--- src/rtl/cache_ctrl.sv ---
// cache_ctrl -- sequencing controller for the direct-mapped, write-through,
// no-write-allocate data cache in the MEM stage.
//
// Ports
//   clk, rst                 clock (rising edge), async active-high reset
//   cpu_req/we/byte          MEM-stage access valid, store, byte access
//   cpu_addr, cpu_wdata      byte address, store data (byte in [7:0])
//   cpu_rdata                load data, byte loads zero-extended
//   stall                    freeze pipeline while 1
//   arr_set/arr_tag          lookup/write index and tag to the cache array
//   arr_hit/arr_rdata        array lookup result
//   arr_wr/arr_wdata         write word+tag to arr_set and set valid
//   arr_inval                clear valid at arr_set
//   mem_req/we/addr/wdata/wstrb, mem_ack/rdata   word memory handshake
//   hit_cnt/miss_cnt         load hit/miss statistics
//
// Build option
//   CACHE_STATS_EN  when defined, hit_cnt/miss_cnt are saturating counters of
//                   loads at IDLE lookup; otherwise both are tied to zero.

module cache_ctrl #(
  parameter int DATA_W = 32,
  parameter int SET_W  = 3,
  parameter int TAG_W  = 27
) (
  input  logic              clk,
  input  logic              rst,
  input  logic              cpu_req,
  input  logic              cpu_we,
  input  logic              cpu_byte,
  input  logic [DATA_W-1:0] cpu_addr,
  input  logic [DATA_W-1:0] cpu_wdata,
  output logic [DATA_W-1:0] cpu_rdata,
  output logic              stall,
  output logic [SET_W-1:0]  arr_set,
  output logic [TAG_W-1:0]  arr_tag,
  input  logic              arr_hit,
  input  logic [DATA_W-1:0] arr_rdata,
  output logic              arr_wr,
  output logic [DATA_W-1:0] arr_wdata,
  output logic              arr_inval,
  output logic              mem_req,
  output logic              mem_we,
  output logic [DATA_W-1:0] mem_addr,
  output logic [DATA_W-1:0] mem_wdata,
  output logic [3:0]        mem_wstrb,
  input  logic              mem_ack,
  input  logic [DATA_W-1:0] mem_rdata,
  output logic [31:0]       hit_cnt,
  output logic [31:0]       miss_cnt
);

  localparam int OFF = SET_W + 2;

  typedef enum logic [2:0] {INIT, IDLE, RD_MISS, REFILL, WR_THRU} state_t;

  state_t              state;
  logic [SET_W-1:0]    cnt;
  logic [DATA_W-1:2]   lat_addr;   // word address latched when leaving IDLE
  logic [DATA_W-1:0]   fill;
  // Set on return to IDLE after a completed miss/store: the pipeline is still
  // presenting that same access for one cycle and must not re-issue it.
  logic                done;

  logic [1:0]          lane;
  logic [DATA_W-1:2]   src;
  logic [DATA_W-1:0]   merged;
  logic [7:0]          rbyte;
  logic [3:0]          strb;
  logic                acc, go;

  assign lane = cpu_addr[1:0];
  assign acc  = (state == IDLE) && cpu_req && !done;
  assign go   = acc && (cpu_we || !arr_hit);   // needs a memory transaction

  // Refill and write-through must use the latched address so that the
  // pipeline changing cpu_addr mid-transaction cannot corrupt the array.
  assign src     = (state == IDLE) ? cpu_addr[DATA_W-1:2] : lat_addr;
  assign arr_set = (state == INIT) ? cnt : src[OFF-1:2];
  assign arr_tag = src[DATA_W-1:OFF];

  assign arr_inval = (state == INIT) && !rst;
  assign rbyte     = arr_rdata[{lane, 3'b000} +: 8];
  assign strb      = cpu_byte ? (4'b0001 << lane) : 4'b1111;

  always_comb begin
    merged = arr_hit ? arr_rdata : '0;
    if (cpu_byte) merged[{lane, 3'b000} +: 8] = cpu_wdata[7:0];
    else          merged = cpu_wdata;
  end

  always_comb begin
    cpu_rdata = '0;
    if (state == IDLE)
      cpu_rdata = cpu_byte ? {{(DATA_W-8){1'b0}}, rbyte} : arr_rdata;
  end

  always_comb begin
    stall = 1'b1;
    if (state == IDLE) stall = go;
  end

  assign arr_wr    = (state == REFILL) || (acc && cpu_we && arr_hit);
  assign arr_wdata = (state == REFILL) ? fill : merged;

  always_ff @(posedge clk or posedge rst) begin
    if (rst) begin
      state     <= INIT;
      cnt       <= '0;
      lat_addr  <= '0;
      fill      <= '0;
      done      <= 1'b0;
      mem_req   <= 1'b0;
      mem_we    <= 1'b0;
      mem_addr  <= '0;
      mem_wdata <= '0;
      mem_wstrb <= '0;
    end else begin
      case (state)
        INIT: begin
          cnt <= cnt + 1'b1;
          if (cnt == '1) state <= IDLE;
        end
        IDLE: begin
          done <= 1'b0;
          if (go) begin
            lat_addr  <= cpu_addr[DATA_W-1:2];
            mem_req   <= 1'b1;
            mem_we    <= cpu_we;
            mem_addr  <= {cpu_addr[DATA_W-1:2], 2'b00};
            mem_wdata <= cpu_we ? merged : '0;
            mem_wstrb <= cpu_we ? strb : 4'b0000;
            state     <= cpu_we ? WR_THRU : RD_MISS;
          end
        end
        RD_MISS: if (mem_ack) begin
          fill    <= mem_rdata;
          mem_req <= 1'b0;
          state   <= REFILL;
        end
        REFILL: begin
          done  <= 1'b1;
          state <= IDLE;
        end
        WR_THRU: if (mem_ack) begin
          mem_req <= 1'b0;
          done    <= 1'b1;
          state   <= IDLE;
        end
        default: state <= INIT;
      endcase
    end
  end

`ifdef CACHE_STATS_EN
  // Only fresh IDLE lookups count; the replay hit after a refill has done=1.
  always_ff @(posedge clk or posedge rst) begin
    if (rst) begin
      hit_cnt  <= '0;
      miss_cnt <= '0;
    end else if (acc && !cpu_we) begin
      if (arr_hit) begin
        if (hit_cnt != '1) hit_cnt <= hit_cnt + 1'b1;
      end else begin
        if (miss_cnt != '1) miss_cnt <= miss_cnt + 1'b1;
      end
    end
  end
`else
  assign hit_cnt  = '0;
  assign miss_cnt = '0;
`endif

endmodule
--- config.mk ---
export PLATFORM = sky130hd
export DESIGN_NAME = cache_ctrl
export DESIGN_NICKNAME = d
export VERILOG_FILES = /design/src/rtl/cache_ctrl.sv
export SDC_FILE = /design/constraint.sdc
export NUM_CORES = 1
export LEC_CHECK = 0
export BUFFER_PORTS_ARGS = -buffer_cell sky130_fd_sc_hd__buf_4
export CORE_AREA = 2 2 143 145
export CTS_BUF_LIST = sky130_fd_sc_hd__clkbuf_16
export CTS_CLUSTER_DIAMETER = 120
export DETAILED_ROUTE_END_ITERATION = 7
export DIE_AREA = 0 0 145 147
export PLACE_DENSITY = 0.6
export RECOVER_POWER = 25
export REMOVE_ABC_BUFFERS = 1
export SYNTH_ARGS = -nofsm -noshare
export SYNTH_HDL_FRONTEND = slang
export SYNTH_SLANG_ARGS = --single-unit
--- constraint.sdc ---
create_clock -name clk -period 6.9 [get_ports clk]
set_input_delay 0.345 -clock clk [delete_from_list [all_inputs] [get_ports clk]]
set_output_delay 0.345 -clock clk [all_outputs]
set_load 0.005 [all_outputs]
==> results of run 1 <==
-- per-layer routing --
layer | up-vias | track usage, %
met1 | 2696 | 25.4
met5 | - | 0
met4 | 0 | 7.48
li1 | 2583 | -
met2 | 255 | 34.3
met3 | 27 | 4.91
-- Yosys cell counts, drive strengths merged, types with 3 or more instances --
cell / count / area, um2
mux2: 125 / 1410
dfrtp: 107 / 2680
buf: 96 / 654
a22o: 44 / 385
a21oi: 34 / 170
nor2: 29 / 111
and2: 25 / 156
a32oi: 24 / 210
nand2: 16 / 60.1
clkbuf: 14 / 55.1
o21ai: 14 / 70.1
mux2i: 11 / 110
ha: 10 / 125
nand2b: 9 / 56.3
o31ai: 8 / 60.1
nor2b: 7 / 43.8
nor3b: 4 / 51.3
inv: 3 / 11.3
-- critical path, delay by kind of cell --
family	cells	cell delay [ns]
compound gates	2	0.55
mux	1	0.18
fa+ha+maj	1	0.43
simple gates	1	0.68
buf+inv	3	0.76
-- per-stage QoR --
step | area, um2 | instances | power (uW)
floorplan | 6080 | 552 | 1840
global placement | 8710 | 1125 | 2700
detailed placement | 8710 | 1125 | 2720
CTS | 9030 | 1141 | 3300
global route | 8960 | 1141 | 3420
finish | 8960 | 1141 | 3200
-- power groups by stage --
stage | clock network [uW] | registers, uW | logic, uW
finish | 561 | 1110 | 1530
global route | 601 | 1160 | 1660
CTS | 583 | 1120 | 1590
detailed placement | 0 | 1130 | 1590
global placement | 0 | 1120 | 1580
floorplan | 0 | 1100 | 740
-- area by class of cell --
cell class / instances / area, um2
Multi-Input combinational cell: 441 / 3400
Sequential cell: 107 / 2680
Tap cell: 270 / 338
Timing Repair Buffer: 303 / 2200
Clock buffer: 9 / 225
Clock inverter: 7 / 98.8
Inverter: 4 / 16.3
Fill cell: 1912 / 10900
-- sequential cells by signal (all words and copies together), names as in the netlist --
| register | count |
|---|---|
| cnt | 3 |
| fill | 32 |
| mem_addr | 30 |
| done | 1 |
| mem_wdata | 32 |
| state | 3 |
| mem_wstrb | 4 |
| mem_req | 1 |
| mem_we | 1 |
-- final timing paths --
check	startpoint	end	cells past startpoint
max	cpu_addr[0]	arr_wdata[15]	8
min in group asynchronous	rst	mem_addr[20]$_DFFE_PP0P_	2
max in group asynchronous	rst	mem_wdata[4]$_DFFE_PP0P_	3
min	mem_ack	state[1]$_DFFE_PP0P_	2
min reg2reg	mem_we$_DFFE_PP0P_	mem_we$_DFFE_PP0P_	1
max reg2reg	state[0]$_DFFE_PP0P_	mem_addr[6]$_DFFE_PP0P_	4
-- cells by family after synthesis --
kind of cell	Yosys count	synth area share (%)
xor gates and xnor gates	1	0.134
and+or+nand+nor	98	8.28
AOI/OAI and AO/OA	130	14.4
other	1	0.0573
DFF	107	40.9
buffers and inverters	114	11.1
adders and majority gates	10	1.91
muxes	136	23.2
==> flow_summary_export.csv, run 1 <==
group,metric,value,unit
critical_path,max_stage_delay,0.68,ns
place,io_buffers,299,
critical_path,crit_path_end_kind,"output pin",
sta,rsz0062_at_grt,"false",
min_path,hold_class,"input port to register",
critical_path,regToRegSetupSlack,4.18,ns
run_status,status,"finished, violations left",
power_and_ir_drop,swShare,33.4,%
synth,synth-seq-area-share,40.9,%
power_and_ir_drop,p_sw,1070,uW
power_and_ir_drop,powerDensity,357,nW/um2
grt,antenna_found_initial,0,
synth,ys_seq_elements,107,
synth,synth_cell_types,43,
floorplan,coreArea,19800,um2
clock_network,postCtsHoldBufs,0,
drt,routed_wl,22.2,mm
floorplan,die_y,147,um
drt,vias,5561,
place,gp_congestion,0.773,
drt,viasPerCell,4.87,
drt,m1WireLength,9.10,mm
synth,ys.flop_type,"dfrtp_1",
clock_network,clock_latency,0.36,ns
cells_and_area,final_cell_mix,"262 x buf_4, 119 x mux2_2, 107 x dfrtp_1",
sta,post-route-period-util,48.0,%
cells_and_area,drive_gt1_share,49.0,%
critical_path,arrival,2.97,ns
sta,fin_crit,3.31,ns
grt,grt_max_degree,68,
place,dp_hpwl,16.6,mm
sta,worst_pin_slew,2.60,ns
critical_path,cp_max_fo,17,
sta,timing.fmax,302,MHz
clock_network,cts.path.max_buffers,2,
cells_and_area,num_antenna_cells,0,
synth,netlist_instances,597,
sta,relSlewSlack,-74.3,%
clock_network,root_buffer,"clkbuf_16",
power_and_ir_drop,vdd_drop_max,0.000188,V
grt,grtUsageTotal,20.3,%
grt,grt_overflow,0,
synth,netlist_area,6540,um2
sta,setup_slack,3.59,ns
floorplan,top_level_ports,366,
sta,whs,0.197,ns
critical_path,critPathKind,"input port to output pin",
cells_and_area,areaGrowthSynthToFinish,37.0,%
clock_network,cts_buffers,9,
drt,highest_layer,"met4",
sta,setup_viol,0,
floorplan,die_w,145,um
drt,wl_met3,1.68,mm
clock_network,cts_tree,"built",
critical_path,worstPathCellList,"buf_4, clkinv_1, ha_1, nor3b_4, a32oi_1, a21oi_1, mux2_2, buf_4",
cells_and_area,final_core_util,45.2,%
drt,wl_met2,10.9,mm
cells_and_area,final_nets,1011,
run_status,violations,"max-capacitance violations, max-slew violations",
synth,synth_area_per_cell,11.0,um2
power_and_ir_drop,leakagePower,0.00432,uW
drt,detail-route-antenna-nets,0,
synth,yosys_warnings,0,
drt,drt_iter0_drc,299,
grt,grt_pass1_vias,5373,
floorplan,dieArea,21300,um2
critical_path,worst_path_max_delay_cell,"nor3b_4",
drt,wl_per_cell,19.5,um
sta,tns,0,ns
clock_network,clk_pin_slew,0.08,ns
floorplan,start_util,33.0,%
power_and_ir_drop,clock_power_share,17.5,%
critical_path,crit_top_cell,"buf_4",
power_and_ir_drop,comb_power_share,47.7,%
clock_network,cts_resized,0,
cells_and_area,layout_commonest_cell,"buf_4",
power_and_ir_drop,p_int,2130,uW
critical_path,start_kind,"input port",
sta,finalMaxSlewViolations,56,
drt,drtPass1Iterations,4,
synth,synth_edf_count,0,
floorplan,rows,52,
clock_network,postCtsSetupBuffers,0,
drt,drc,0,
synth,async_flop_share,100,%
grt,grt_pass1_wl,33.1,mm
sta,hold_viol_final,0,
power_and_ir_drop,power_frac_seq,34.8,%
place,pre_cts_ws,3.60,ns
sta,fin_worst_skew,0.0105,ns
critical_path,crit_required,6.55,ns
run,drv_cap,1,
clock_network,cts_sinks,107,
clock_network,cts.htree.levels,3,
Note: power is estimated with default switching activity, not from simulation.
==> run 2: changes to the inputs <==
Clock period 6.9 ns to 3.4 ns, I/O delays scaled along.
==> run 2 against run 1 <==
Effect of this change: the run still ends with max-capacitance violations, max-slew violations left; setup slack got worse by 2.8 ns; via count up 0.74%; count of clock-buffer cells in the layout stayed put; register-to-register slack worse by 3.1 ns; critical path type is now register to output pin.
==> flow_summary_export.csv, run 2 (synthesis gave the netlist of run 1 again) <==
group,metric,value,unit
floorplan,dieArea,21300,um2
sta,finalMaxSlewViolations,66,
run_status,status,"finished, violations left",
clock_network,cts.htree.levels,3,
sta,tns,0,ns
sta,fin_crit,2.65,ns
grt,grt_max_degree,68,
grt,grt_pass1_vias,5504,
place,dp_cells,1134,
min_path,hold_class,"input port to register",
clock_network,postCtsSetupBuffers,0,
clock_network,root_buffer,"clkbuf_16",
clock_network,cts_buffers,9,
floorplan,start_util,33.0,%
cells_and_area,final_nets,1020,
cells_and_area,final_core_util,45.8,%
run_status,violations,"max-capacitance violations, max-slew violations",
floorplan,top_level_ports,366,
place,io_buffers,299,
sta,whs,0.0253,ns
grt,grtUsageTotal,20.3,%
clock_network,cts.path.max_buffers,2,
floorplan,rows,52,
cells_and_area,layout.cells.non_filler,1150,
drt,wl_per_cell,19.5,um
floorplan,die_y,147,um
clock_network,cts_tree,"built",
cells_and_area,num_antenna_cells,0,
clock_network,clk_pin_slew,0.08,ns
place,dp_hpwl,17.1,mm
cells_and_area,drive_gt1_share,51.4,%
critical_path,cp_max_fo,27,
sta,timing.fmax,377,MHz
sta,fin_worst_skew,0.0103,ns
drt,drtPass1Iterations,4,
cells_and_area,areaGrowthSynthToFinish,38.9,%
sta,setup_viol,0,
cells_and_area,layout_commonest_cell,"buf_4",
critical_path,crit_required,3.23,ns
grt,grt_pass1_wl,33.4,mm
power_and_ir_drop,vdd_drop_max,0.000394,V
place,gp_congestion,0.782,
sta,rsz0062_at_grt,"false",
sta,post-route-period-util,77.9,%
critical_path,crit_path_end_kind,"output pin",
floorplan,coreArea,19800,um2
clock_network,clock_latency,0.36,ns
sta,relSlewSlack,-74.4,%
critical_path,arrival,2.48,ns
cells_and_area,reg_top3,"fill x32, mem_wdata x32, mem_addr x30",
drt,routed_wl,22.4,mm
cells_and_area,final_cell_mix,"307 x buf_4, 119 x mux2_2, 107 x dfrtp_1",
drt,detail-route-antenna-nets,0,
drt,viasPerCell,4.87,
run,drv_cap,1,
drt,vias,5602,
grt,grt_overflow,0,
clock_network,cts_sinks,107,
power_and_ir_drop,leakagePower,0.00444,uW
drt,drc,0,
clock_network,postCtsHoldBufs,0,
power_and_ir_drop,powerDensity,725,nW/um2
critical_path,start_kind,"register",
floorplan,die_w,145,um
sta,hold_viol_final,0,
cells_and_area,fill_cells,1921,
grt,antenna_found_initial,0,
clock_network,cts_resized,0,
power_and_ir_drop,power.total,6580,uW
drt,drt_iter0_drc,274,
critical_path,critPathKind,"register to output pin",
sta,worst_pin_slew,2.61,ns
[run 2: cell type report]
type	instances	area [um2]	area share, %
Multi-Input combinational cell	441	3400	37.5
Sequential cell	107	2680	29.5
Timing Repair Buffer	312	2340	25.8
Tap cell	270	338	3.72
Clock buffer	9	225	2.48
Clock inverter	7	82.6	0.909
Inverter	4	15.0	0.165
[run 2: path summary, 6_finish.rpt]
check                                      from                       end  slack, ns  cells after the start
setup / recovery           state[1]$_DFFE_PP0P_                arr_tag[9]       0.75                      4
hold / removal                     mem_rdata[8]       fill[8]$_DFFE_PP0P_       0.03                      2
setup reg to reg           state[1]$_DFFE_PP0P_   mem_addr[6]$_DFFE_PP0P_       1.04                      3
hold reg to reg             fill[5]$_DFFE_PP0P_       fill[5]$_DFFE_PP0P_       0.48                      1
max in group asynchronous                   rst  mem_wstrb[0]$_DFFE_PP0P_       0.93                      3
min in group asynchronous                   rst   mem_addr[2]$_DFFE_PP0P_       0.75                      2
[run 2: power breakdown]
group          leakage (uW)  switching [uW]  internal [uW]
registers           0.00132             377           1870
clock network      0.000150             527            586
logic               0.00297            1270           1960
[run 2: metal layers]
metal  wire length (um)  part of all wire [%]  global-route usage (%)  vias to the layer above
met5                  0                     0                       0                        -
met4                530                   2.4                    7.03                        0
met3               1780                   8.0                    5.59                       30
met2              11100                    50                    35.2                      265
met1               8950                    40                    24.5                     2724
li1                   -                     -                       -                     2583
[run 2: worst max-delay path, cell delays in order (launching register included)]
cell and delay [ns]:
dfrtp_1 0.51, nor3b_4 0.57, buf_4 0.46, mux2_2 0.41, buf_4 0.14
[run 2: metrics by stage]
stage	instance area (um2)	setup WS [ns]
after floorplan	6080	-0.862
after global placement	8790	0.822
after detailed placement	8790	0.788
after CTS	9100	0.642
after global routing	9090	0.298
final	9090	0.750
==> run 3: changes to the inputs <==
Clock period 3.4 ns to 2.7 ns, I/O delays scaled along.
==> run 3 against run 2 <==
Effect of this change: the flow still finishes with violations (max-capacitance violations, max-slew violations); die area unchanged; sequential share of layout area down 1.7 points; global-route usage is 0.76 points higher; via count grew 3.7%; routed wire length is 2.2% higher; largest power group unchanged.
==> flow_summary_export.csv, run 3 (synthesis gave the netlist of run 1 again) <==
group,metric,value,unit
critical_path,rr_worst_depth,4,
power_and_ir_drop,power.total,8270,uW
power_and_ir_drop,power_frac_seq,34.0,%
cells_and_area,layout_commonest_cell,"buf_4",
sta,finalMaxSlewViolations,43,
power_and_ir_drop,vdd_drop_max,0.000489,V
run,drv_cap,1,
run_status,status,"finished, violations left",
cells_and_area,num_antenna_cells,0,
cells_and_area,final_cell_mix,"259 x buf_4, 119 x mux2_2, 107 x dfrtp_1",
critical_path,start_kind,"input port",
power_and_ir_drop,p_int,5480,uW
sta,timing.fmax,421,MHz
clock_network,clk_pin_slew,0.07,ns
drt,drtPass1Iterations,4,
sta,rsz0062_at_grt,"false",
sta,whs,0.0138,ns
grt,grtUsageTotal,21.1,%
place,gp_congestion,0.787,
drt,drc,0,
power_and_ir_drop,swShare,33.6,%
floorplan,start_util,33.0,%
cells_and_area,multi_input_area,3400,um2
critical_path,cp_max_fo,8,
place,dp_hpwl,17.0,mm
clock_network,cts_resized,0,
grt,grt_pass1_wl,34.9,mm
min_path,hold_class,"input port to register",
power_and_ir_drop,powerDensity,858,nW/um2
sta,worst_pin_slew,1.75,ns
critical_path,critPathKind,"input port to output pin",
clock_network,cts.path.max_buffers,2,
sta,relSlewSlack,-16.9,%
clock_network,clock_latency,0.36,ns
cells_and_area,drive_gt1_share,47.4,%
run_status,violations,"max-capacitance violations, max-slew violations",
critical_path,crit_path_end_kind,"output pin",
grt,grt_overflow,0,
critical_path,r2r_start,"state[1]$_DFFE_PP0P_",
floorplan,dieArea,21300,um2
critical_path,startpoint,"cpu_addr[0]",
cells_and_area,seq_area,2680,um2
grt,antenna_found_initial,0,
power_and_ir_drop,leakagePower,0.00463,uW
floorplan,top_level_ports,366,
critical_path,regToRegSetupSlack,0.78,ns
critical_path,endpoint,"arr_wdata[15]",
cells_and_area,final_nets,1077,
clock_network,cts_buffers,9,
drt,viasPerCell,4.82,
floorplan,coreArea,19800,um2
cells_and_area,reg_top3,"fill x32, mem_wdata x32, mem_addr x30",
floorplan,die_w,145,um
grt,grt_pass1_vias,5925,
floorplan,die_y,147,um
sta,fin_crit,2.37,ns
critical_path,arrival,2.24,ns
drt,wl_per_cell,19.0,um
clock_network,cts.htree.levels,3,
clock_network,cts_sinks,107,
drt,drt_iter0_drc,330,
floorplan,rows,52,
drt,routed_wl,22.9,mm
sta,fin_worst_skew,0.0106,ns
cells_and_area,areaGrowthSynthToFinish,47.2,%
place,io_buffers,299,
power_and_ir_drop,comb_power_share,49.7,%
drt,detail-route-antenna-nets,0,
clock_network,postCtsSetupBuffers,0,
power_and_ir_drop,p_sw,2780,uW
clock_network,cts_tree,"built",
power_and_ir_drop,clock_power_share,16.3,%
critical_path,crit_required,2.57,ns
sta,setup_viol,0,
sta,hold_viol_final,0,
grt,grt_max_degree,66,
clock_network,root_buffer,"clkbuf_16",
critical_path,reg2reg_to,"mem_wstrb[0]$_DFFE_PP0P_",
clock_network,postCtsHoldBufs,53,
drt,vias,5812,
sta,post-route-period-util,87.9,%
cells_and_area,fill_cells,1842,
==> run 3: per-stage QoR <==
stage          setup WS, ns  cells  cell area (um2)  setup TNS (ns)  util [%]
2_1_floorplan         -1.56    552             6080         -131.96         -
3_3_place_gp          0.356   1138             8860               0      44.6
3_5_place_dp          0.304   1138             8860               0      44.6
4_1_cts               0.282   1207             9680               0      48.8
5_1_grt               0.166   1207             9630               0      48.5
6_report              0.325   1207             9630               0      48.5
==> run 3: metal layers <==
| layer | wire [um] | vias to the layer above | track usage (%) |
|---|---|---|---|
| met3 | 1630 | 21 | 4.78 |
| met4 | 361 | 0 | 6.09 |
| met2 | 11500 | 243 | 36.5 |
| li1 | - | 2706 | - |
| met5 | 0 | - | 0 |
| met1 | 9440 | 2842 | 26.5 |
==> run 3: critical path, cell delays in order <==
cell	delay [ns]
buf_4	0.09
clkinv_1	0.18
ha_1	0.39
and2_0	0.34
a32oi_1	0.49
a21oi_1	0.18
mux2_2	0.29
buf_4	0.14
==> run 3: cell type report <==
class	instances	share of cell area, %
Clock buffer	9	2.34
Clock inverter	7	0.728
Tap cell	270	3.51
Sequential cell	107	27.8
Multi-Input combinational cell	441	35.3
Timing Repair Buffer	369	30.1
Inverter	4	0.156
==> run 3: worst min path at each step <==
stage	from	end	cells after the start
after floorplan	mem_ack	state[1]$_DFFE_PP0P_	1
after global placement	rst	mem_addr[2]$_DFFE_PP0P_	2
after detailed placement	rst	mem_addr[2]$_DFFE_PP0P_	2
after CTS	mem_ack	state[1]$_DFFE_PP0P_	2
after global routing	cpu_addr[25]	mem_addr[25]$_DFFE_PP0P_	2
final	mem_ack	state[1]$_DFFE_PP0P_	2
==> run 3: power by group through the flow <==
stage               clock network [uW]  registers (uW)  logic (uW)
CTS                               1400            2820        4250
global placement                     0            2840        4140
finish                            1350            2810        4110
global route                      1470            2930        4460
detailed placement                   0            2840        4180
floorplan                            0            2800        1890
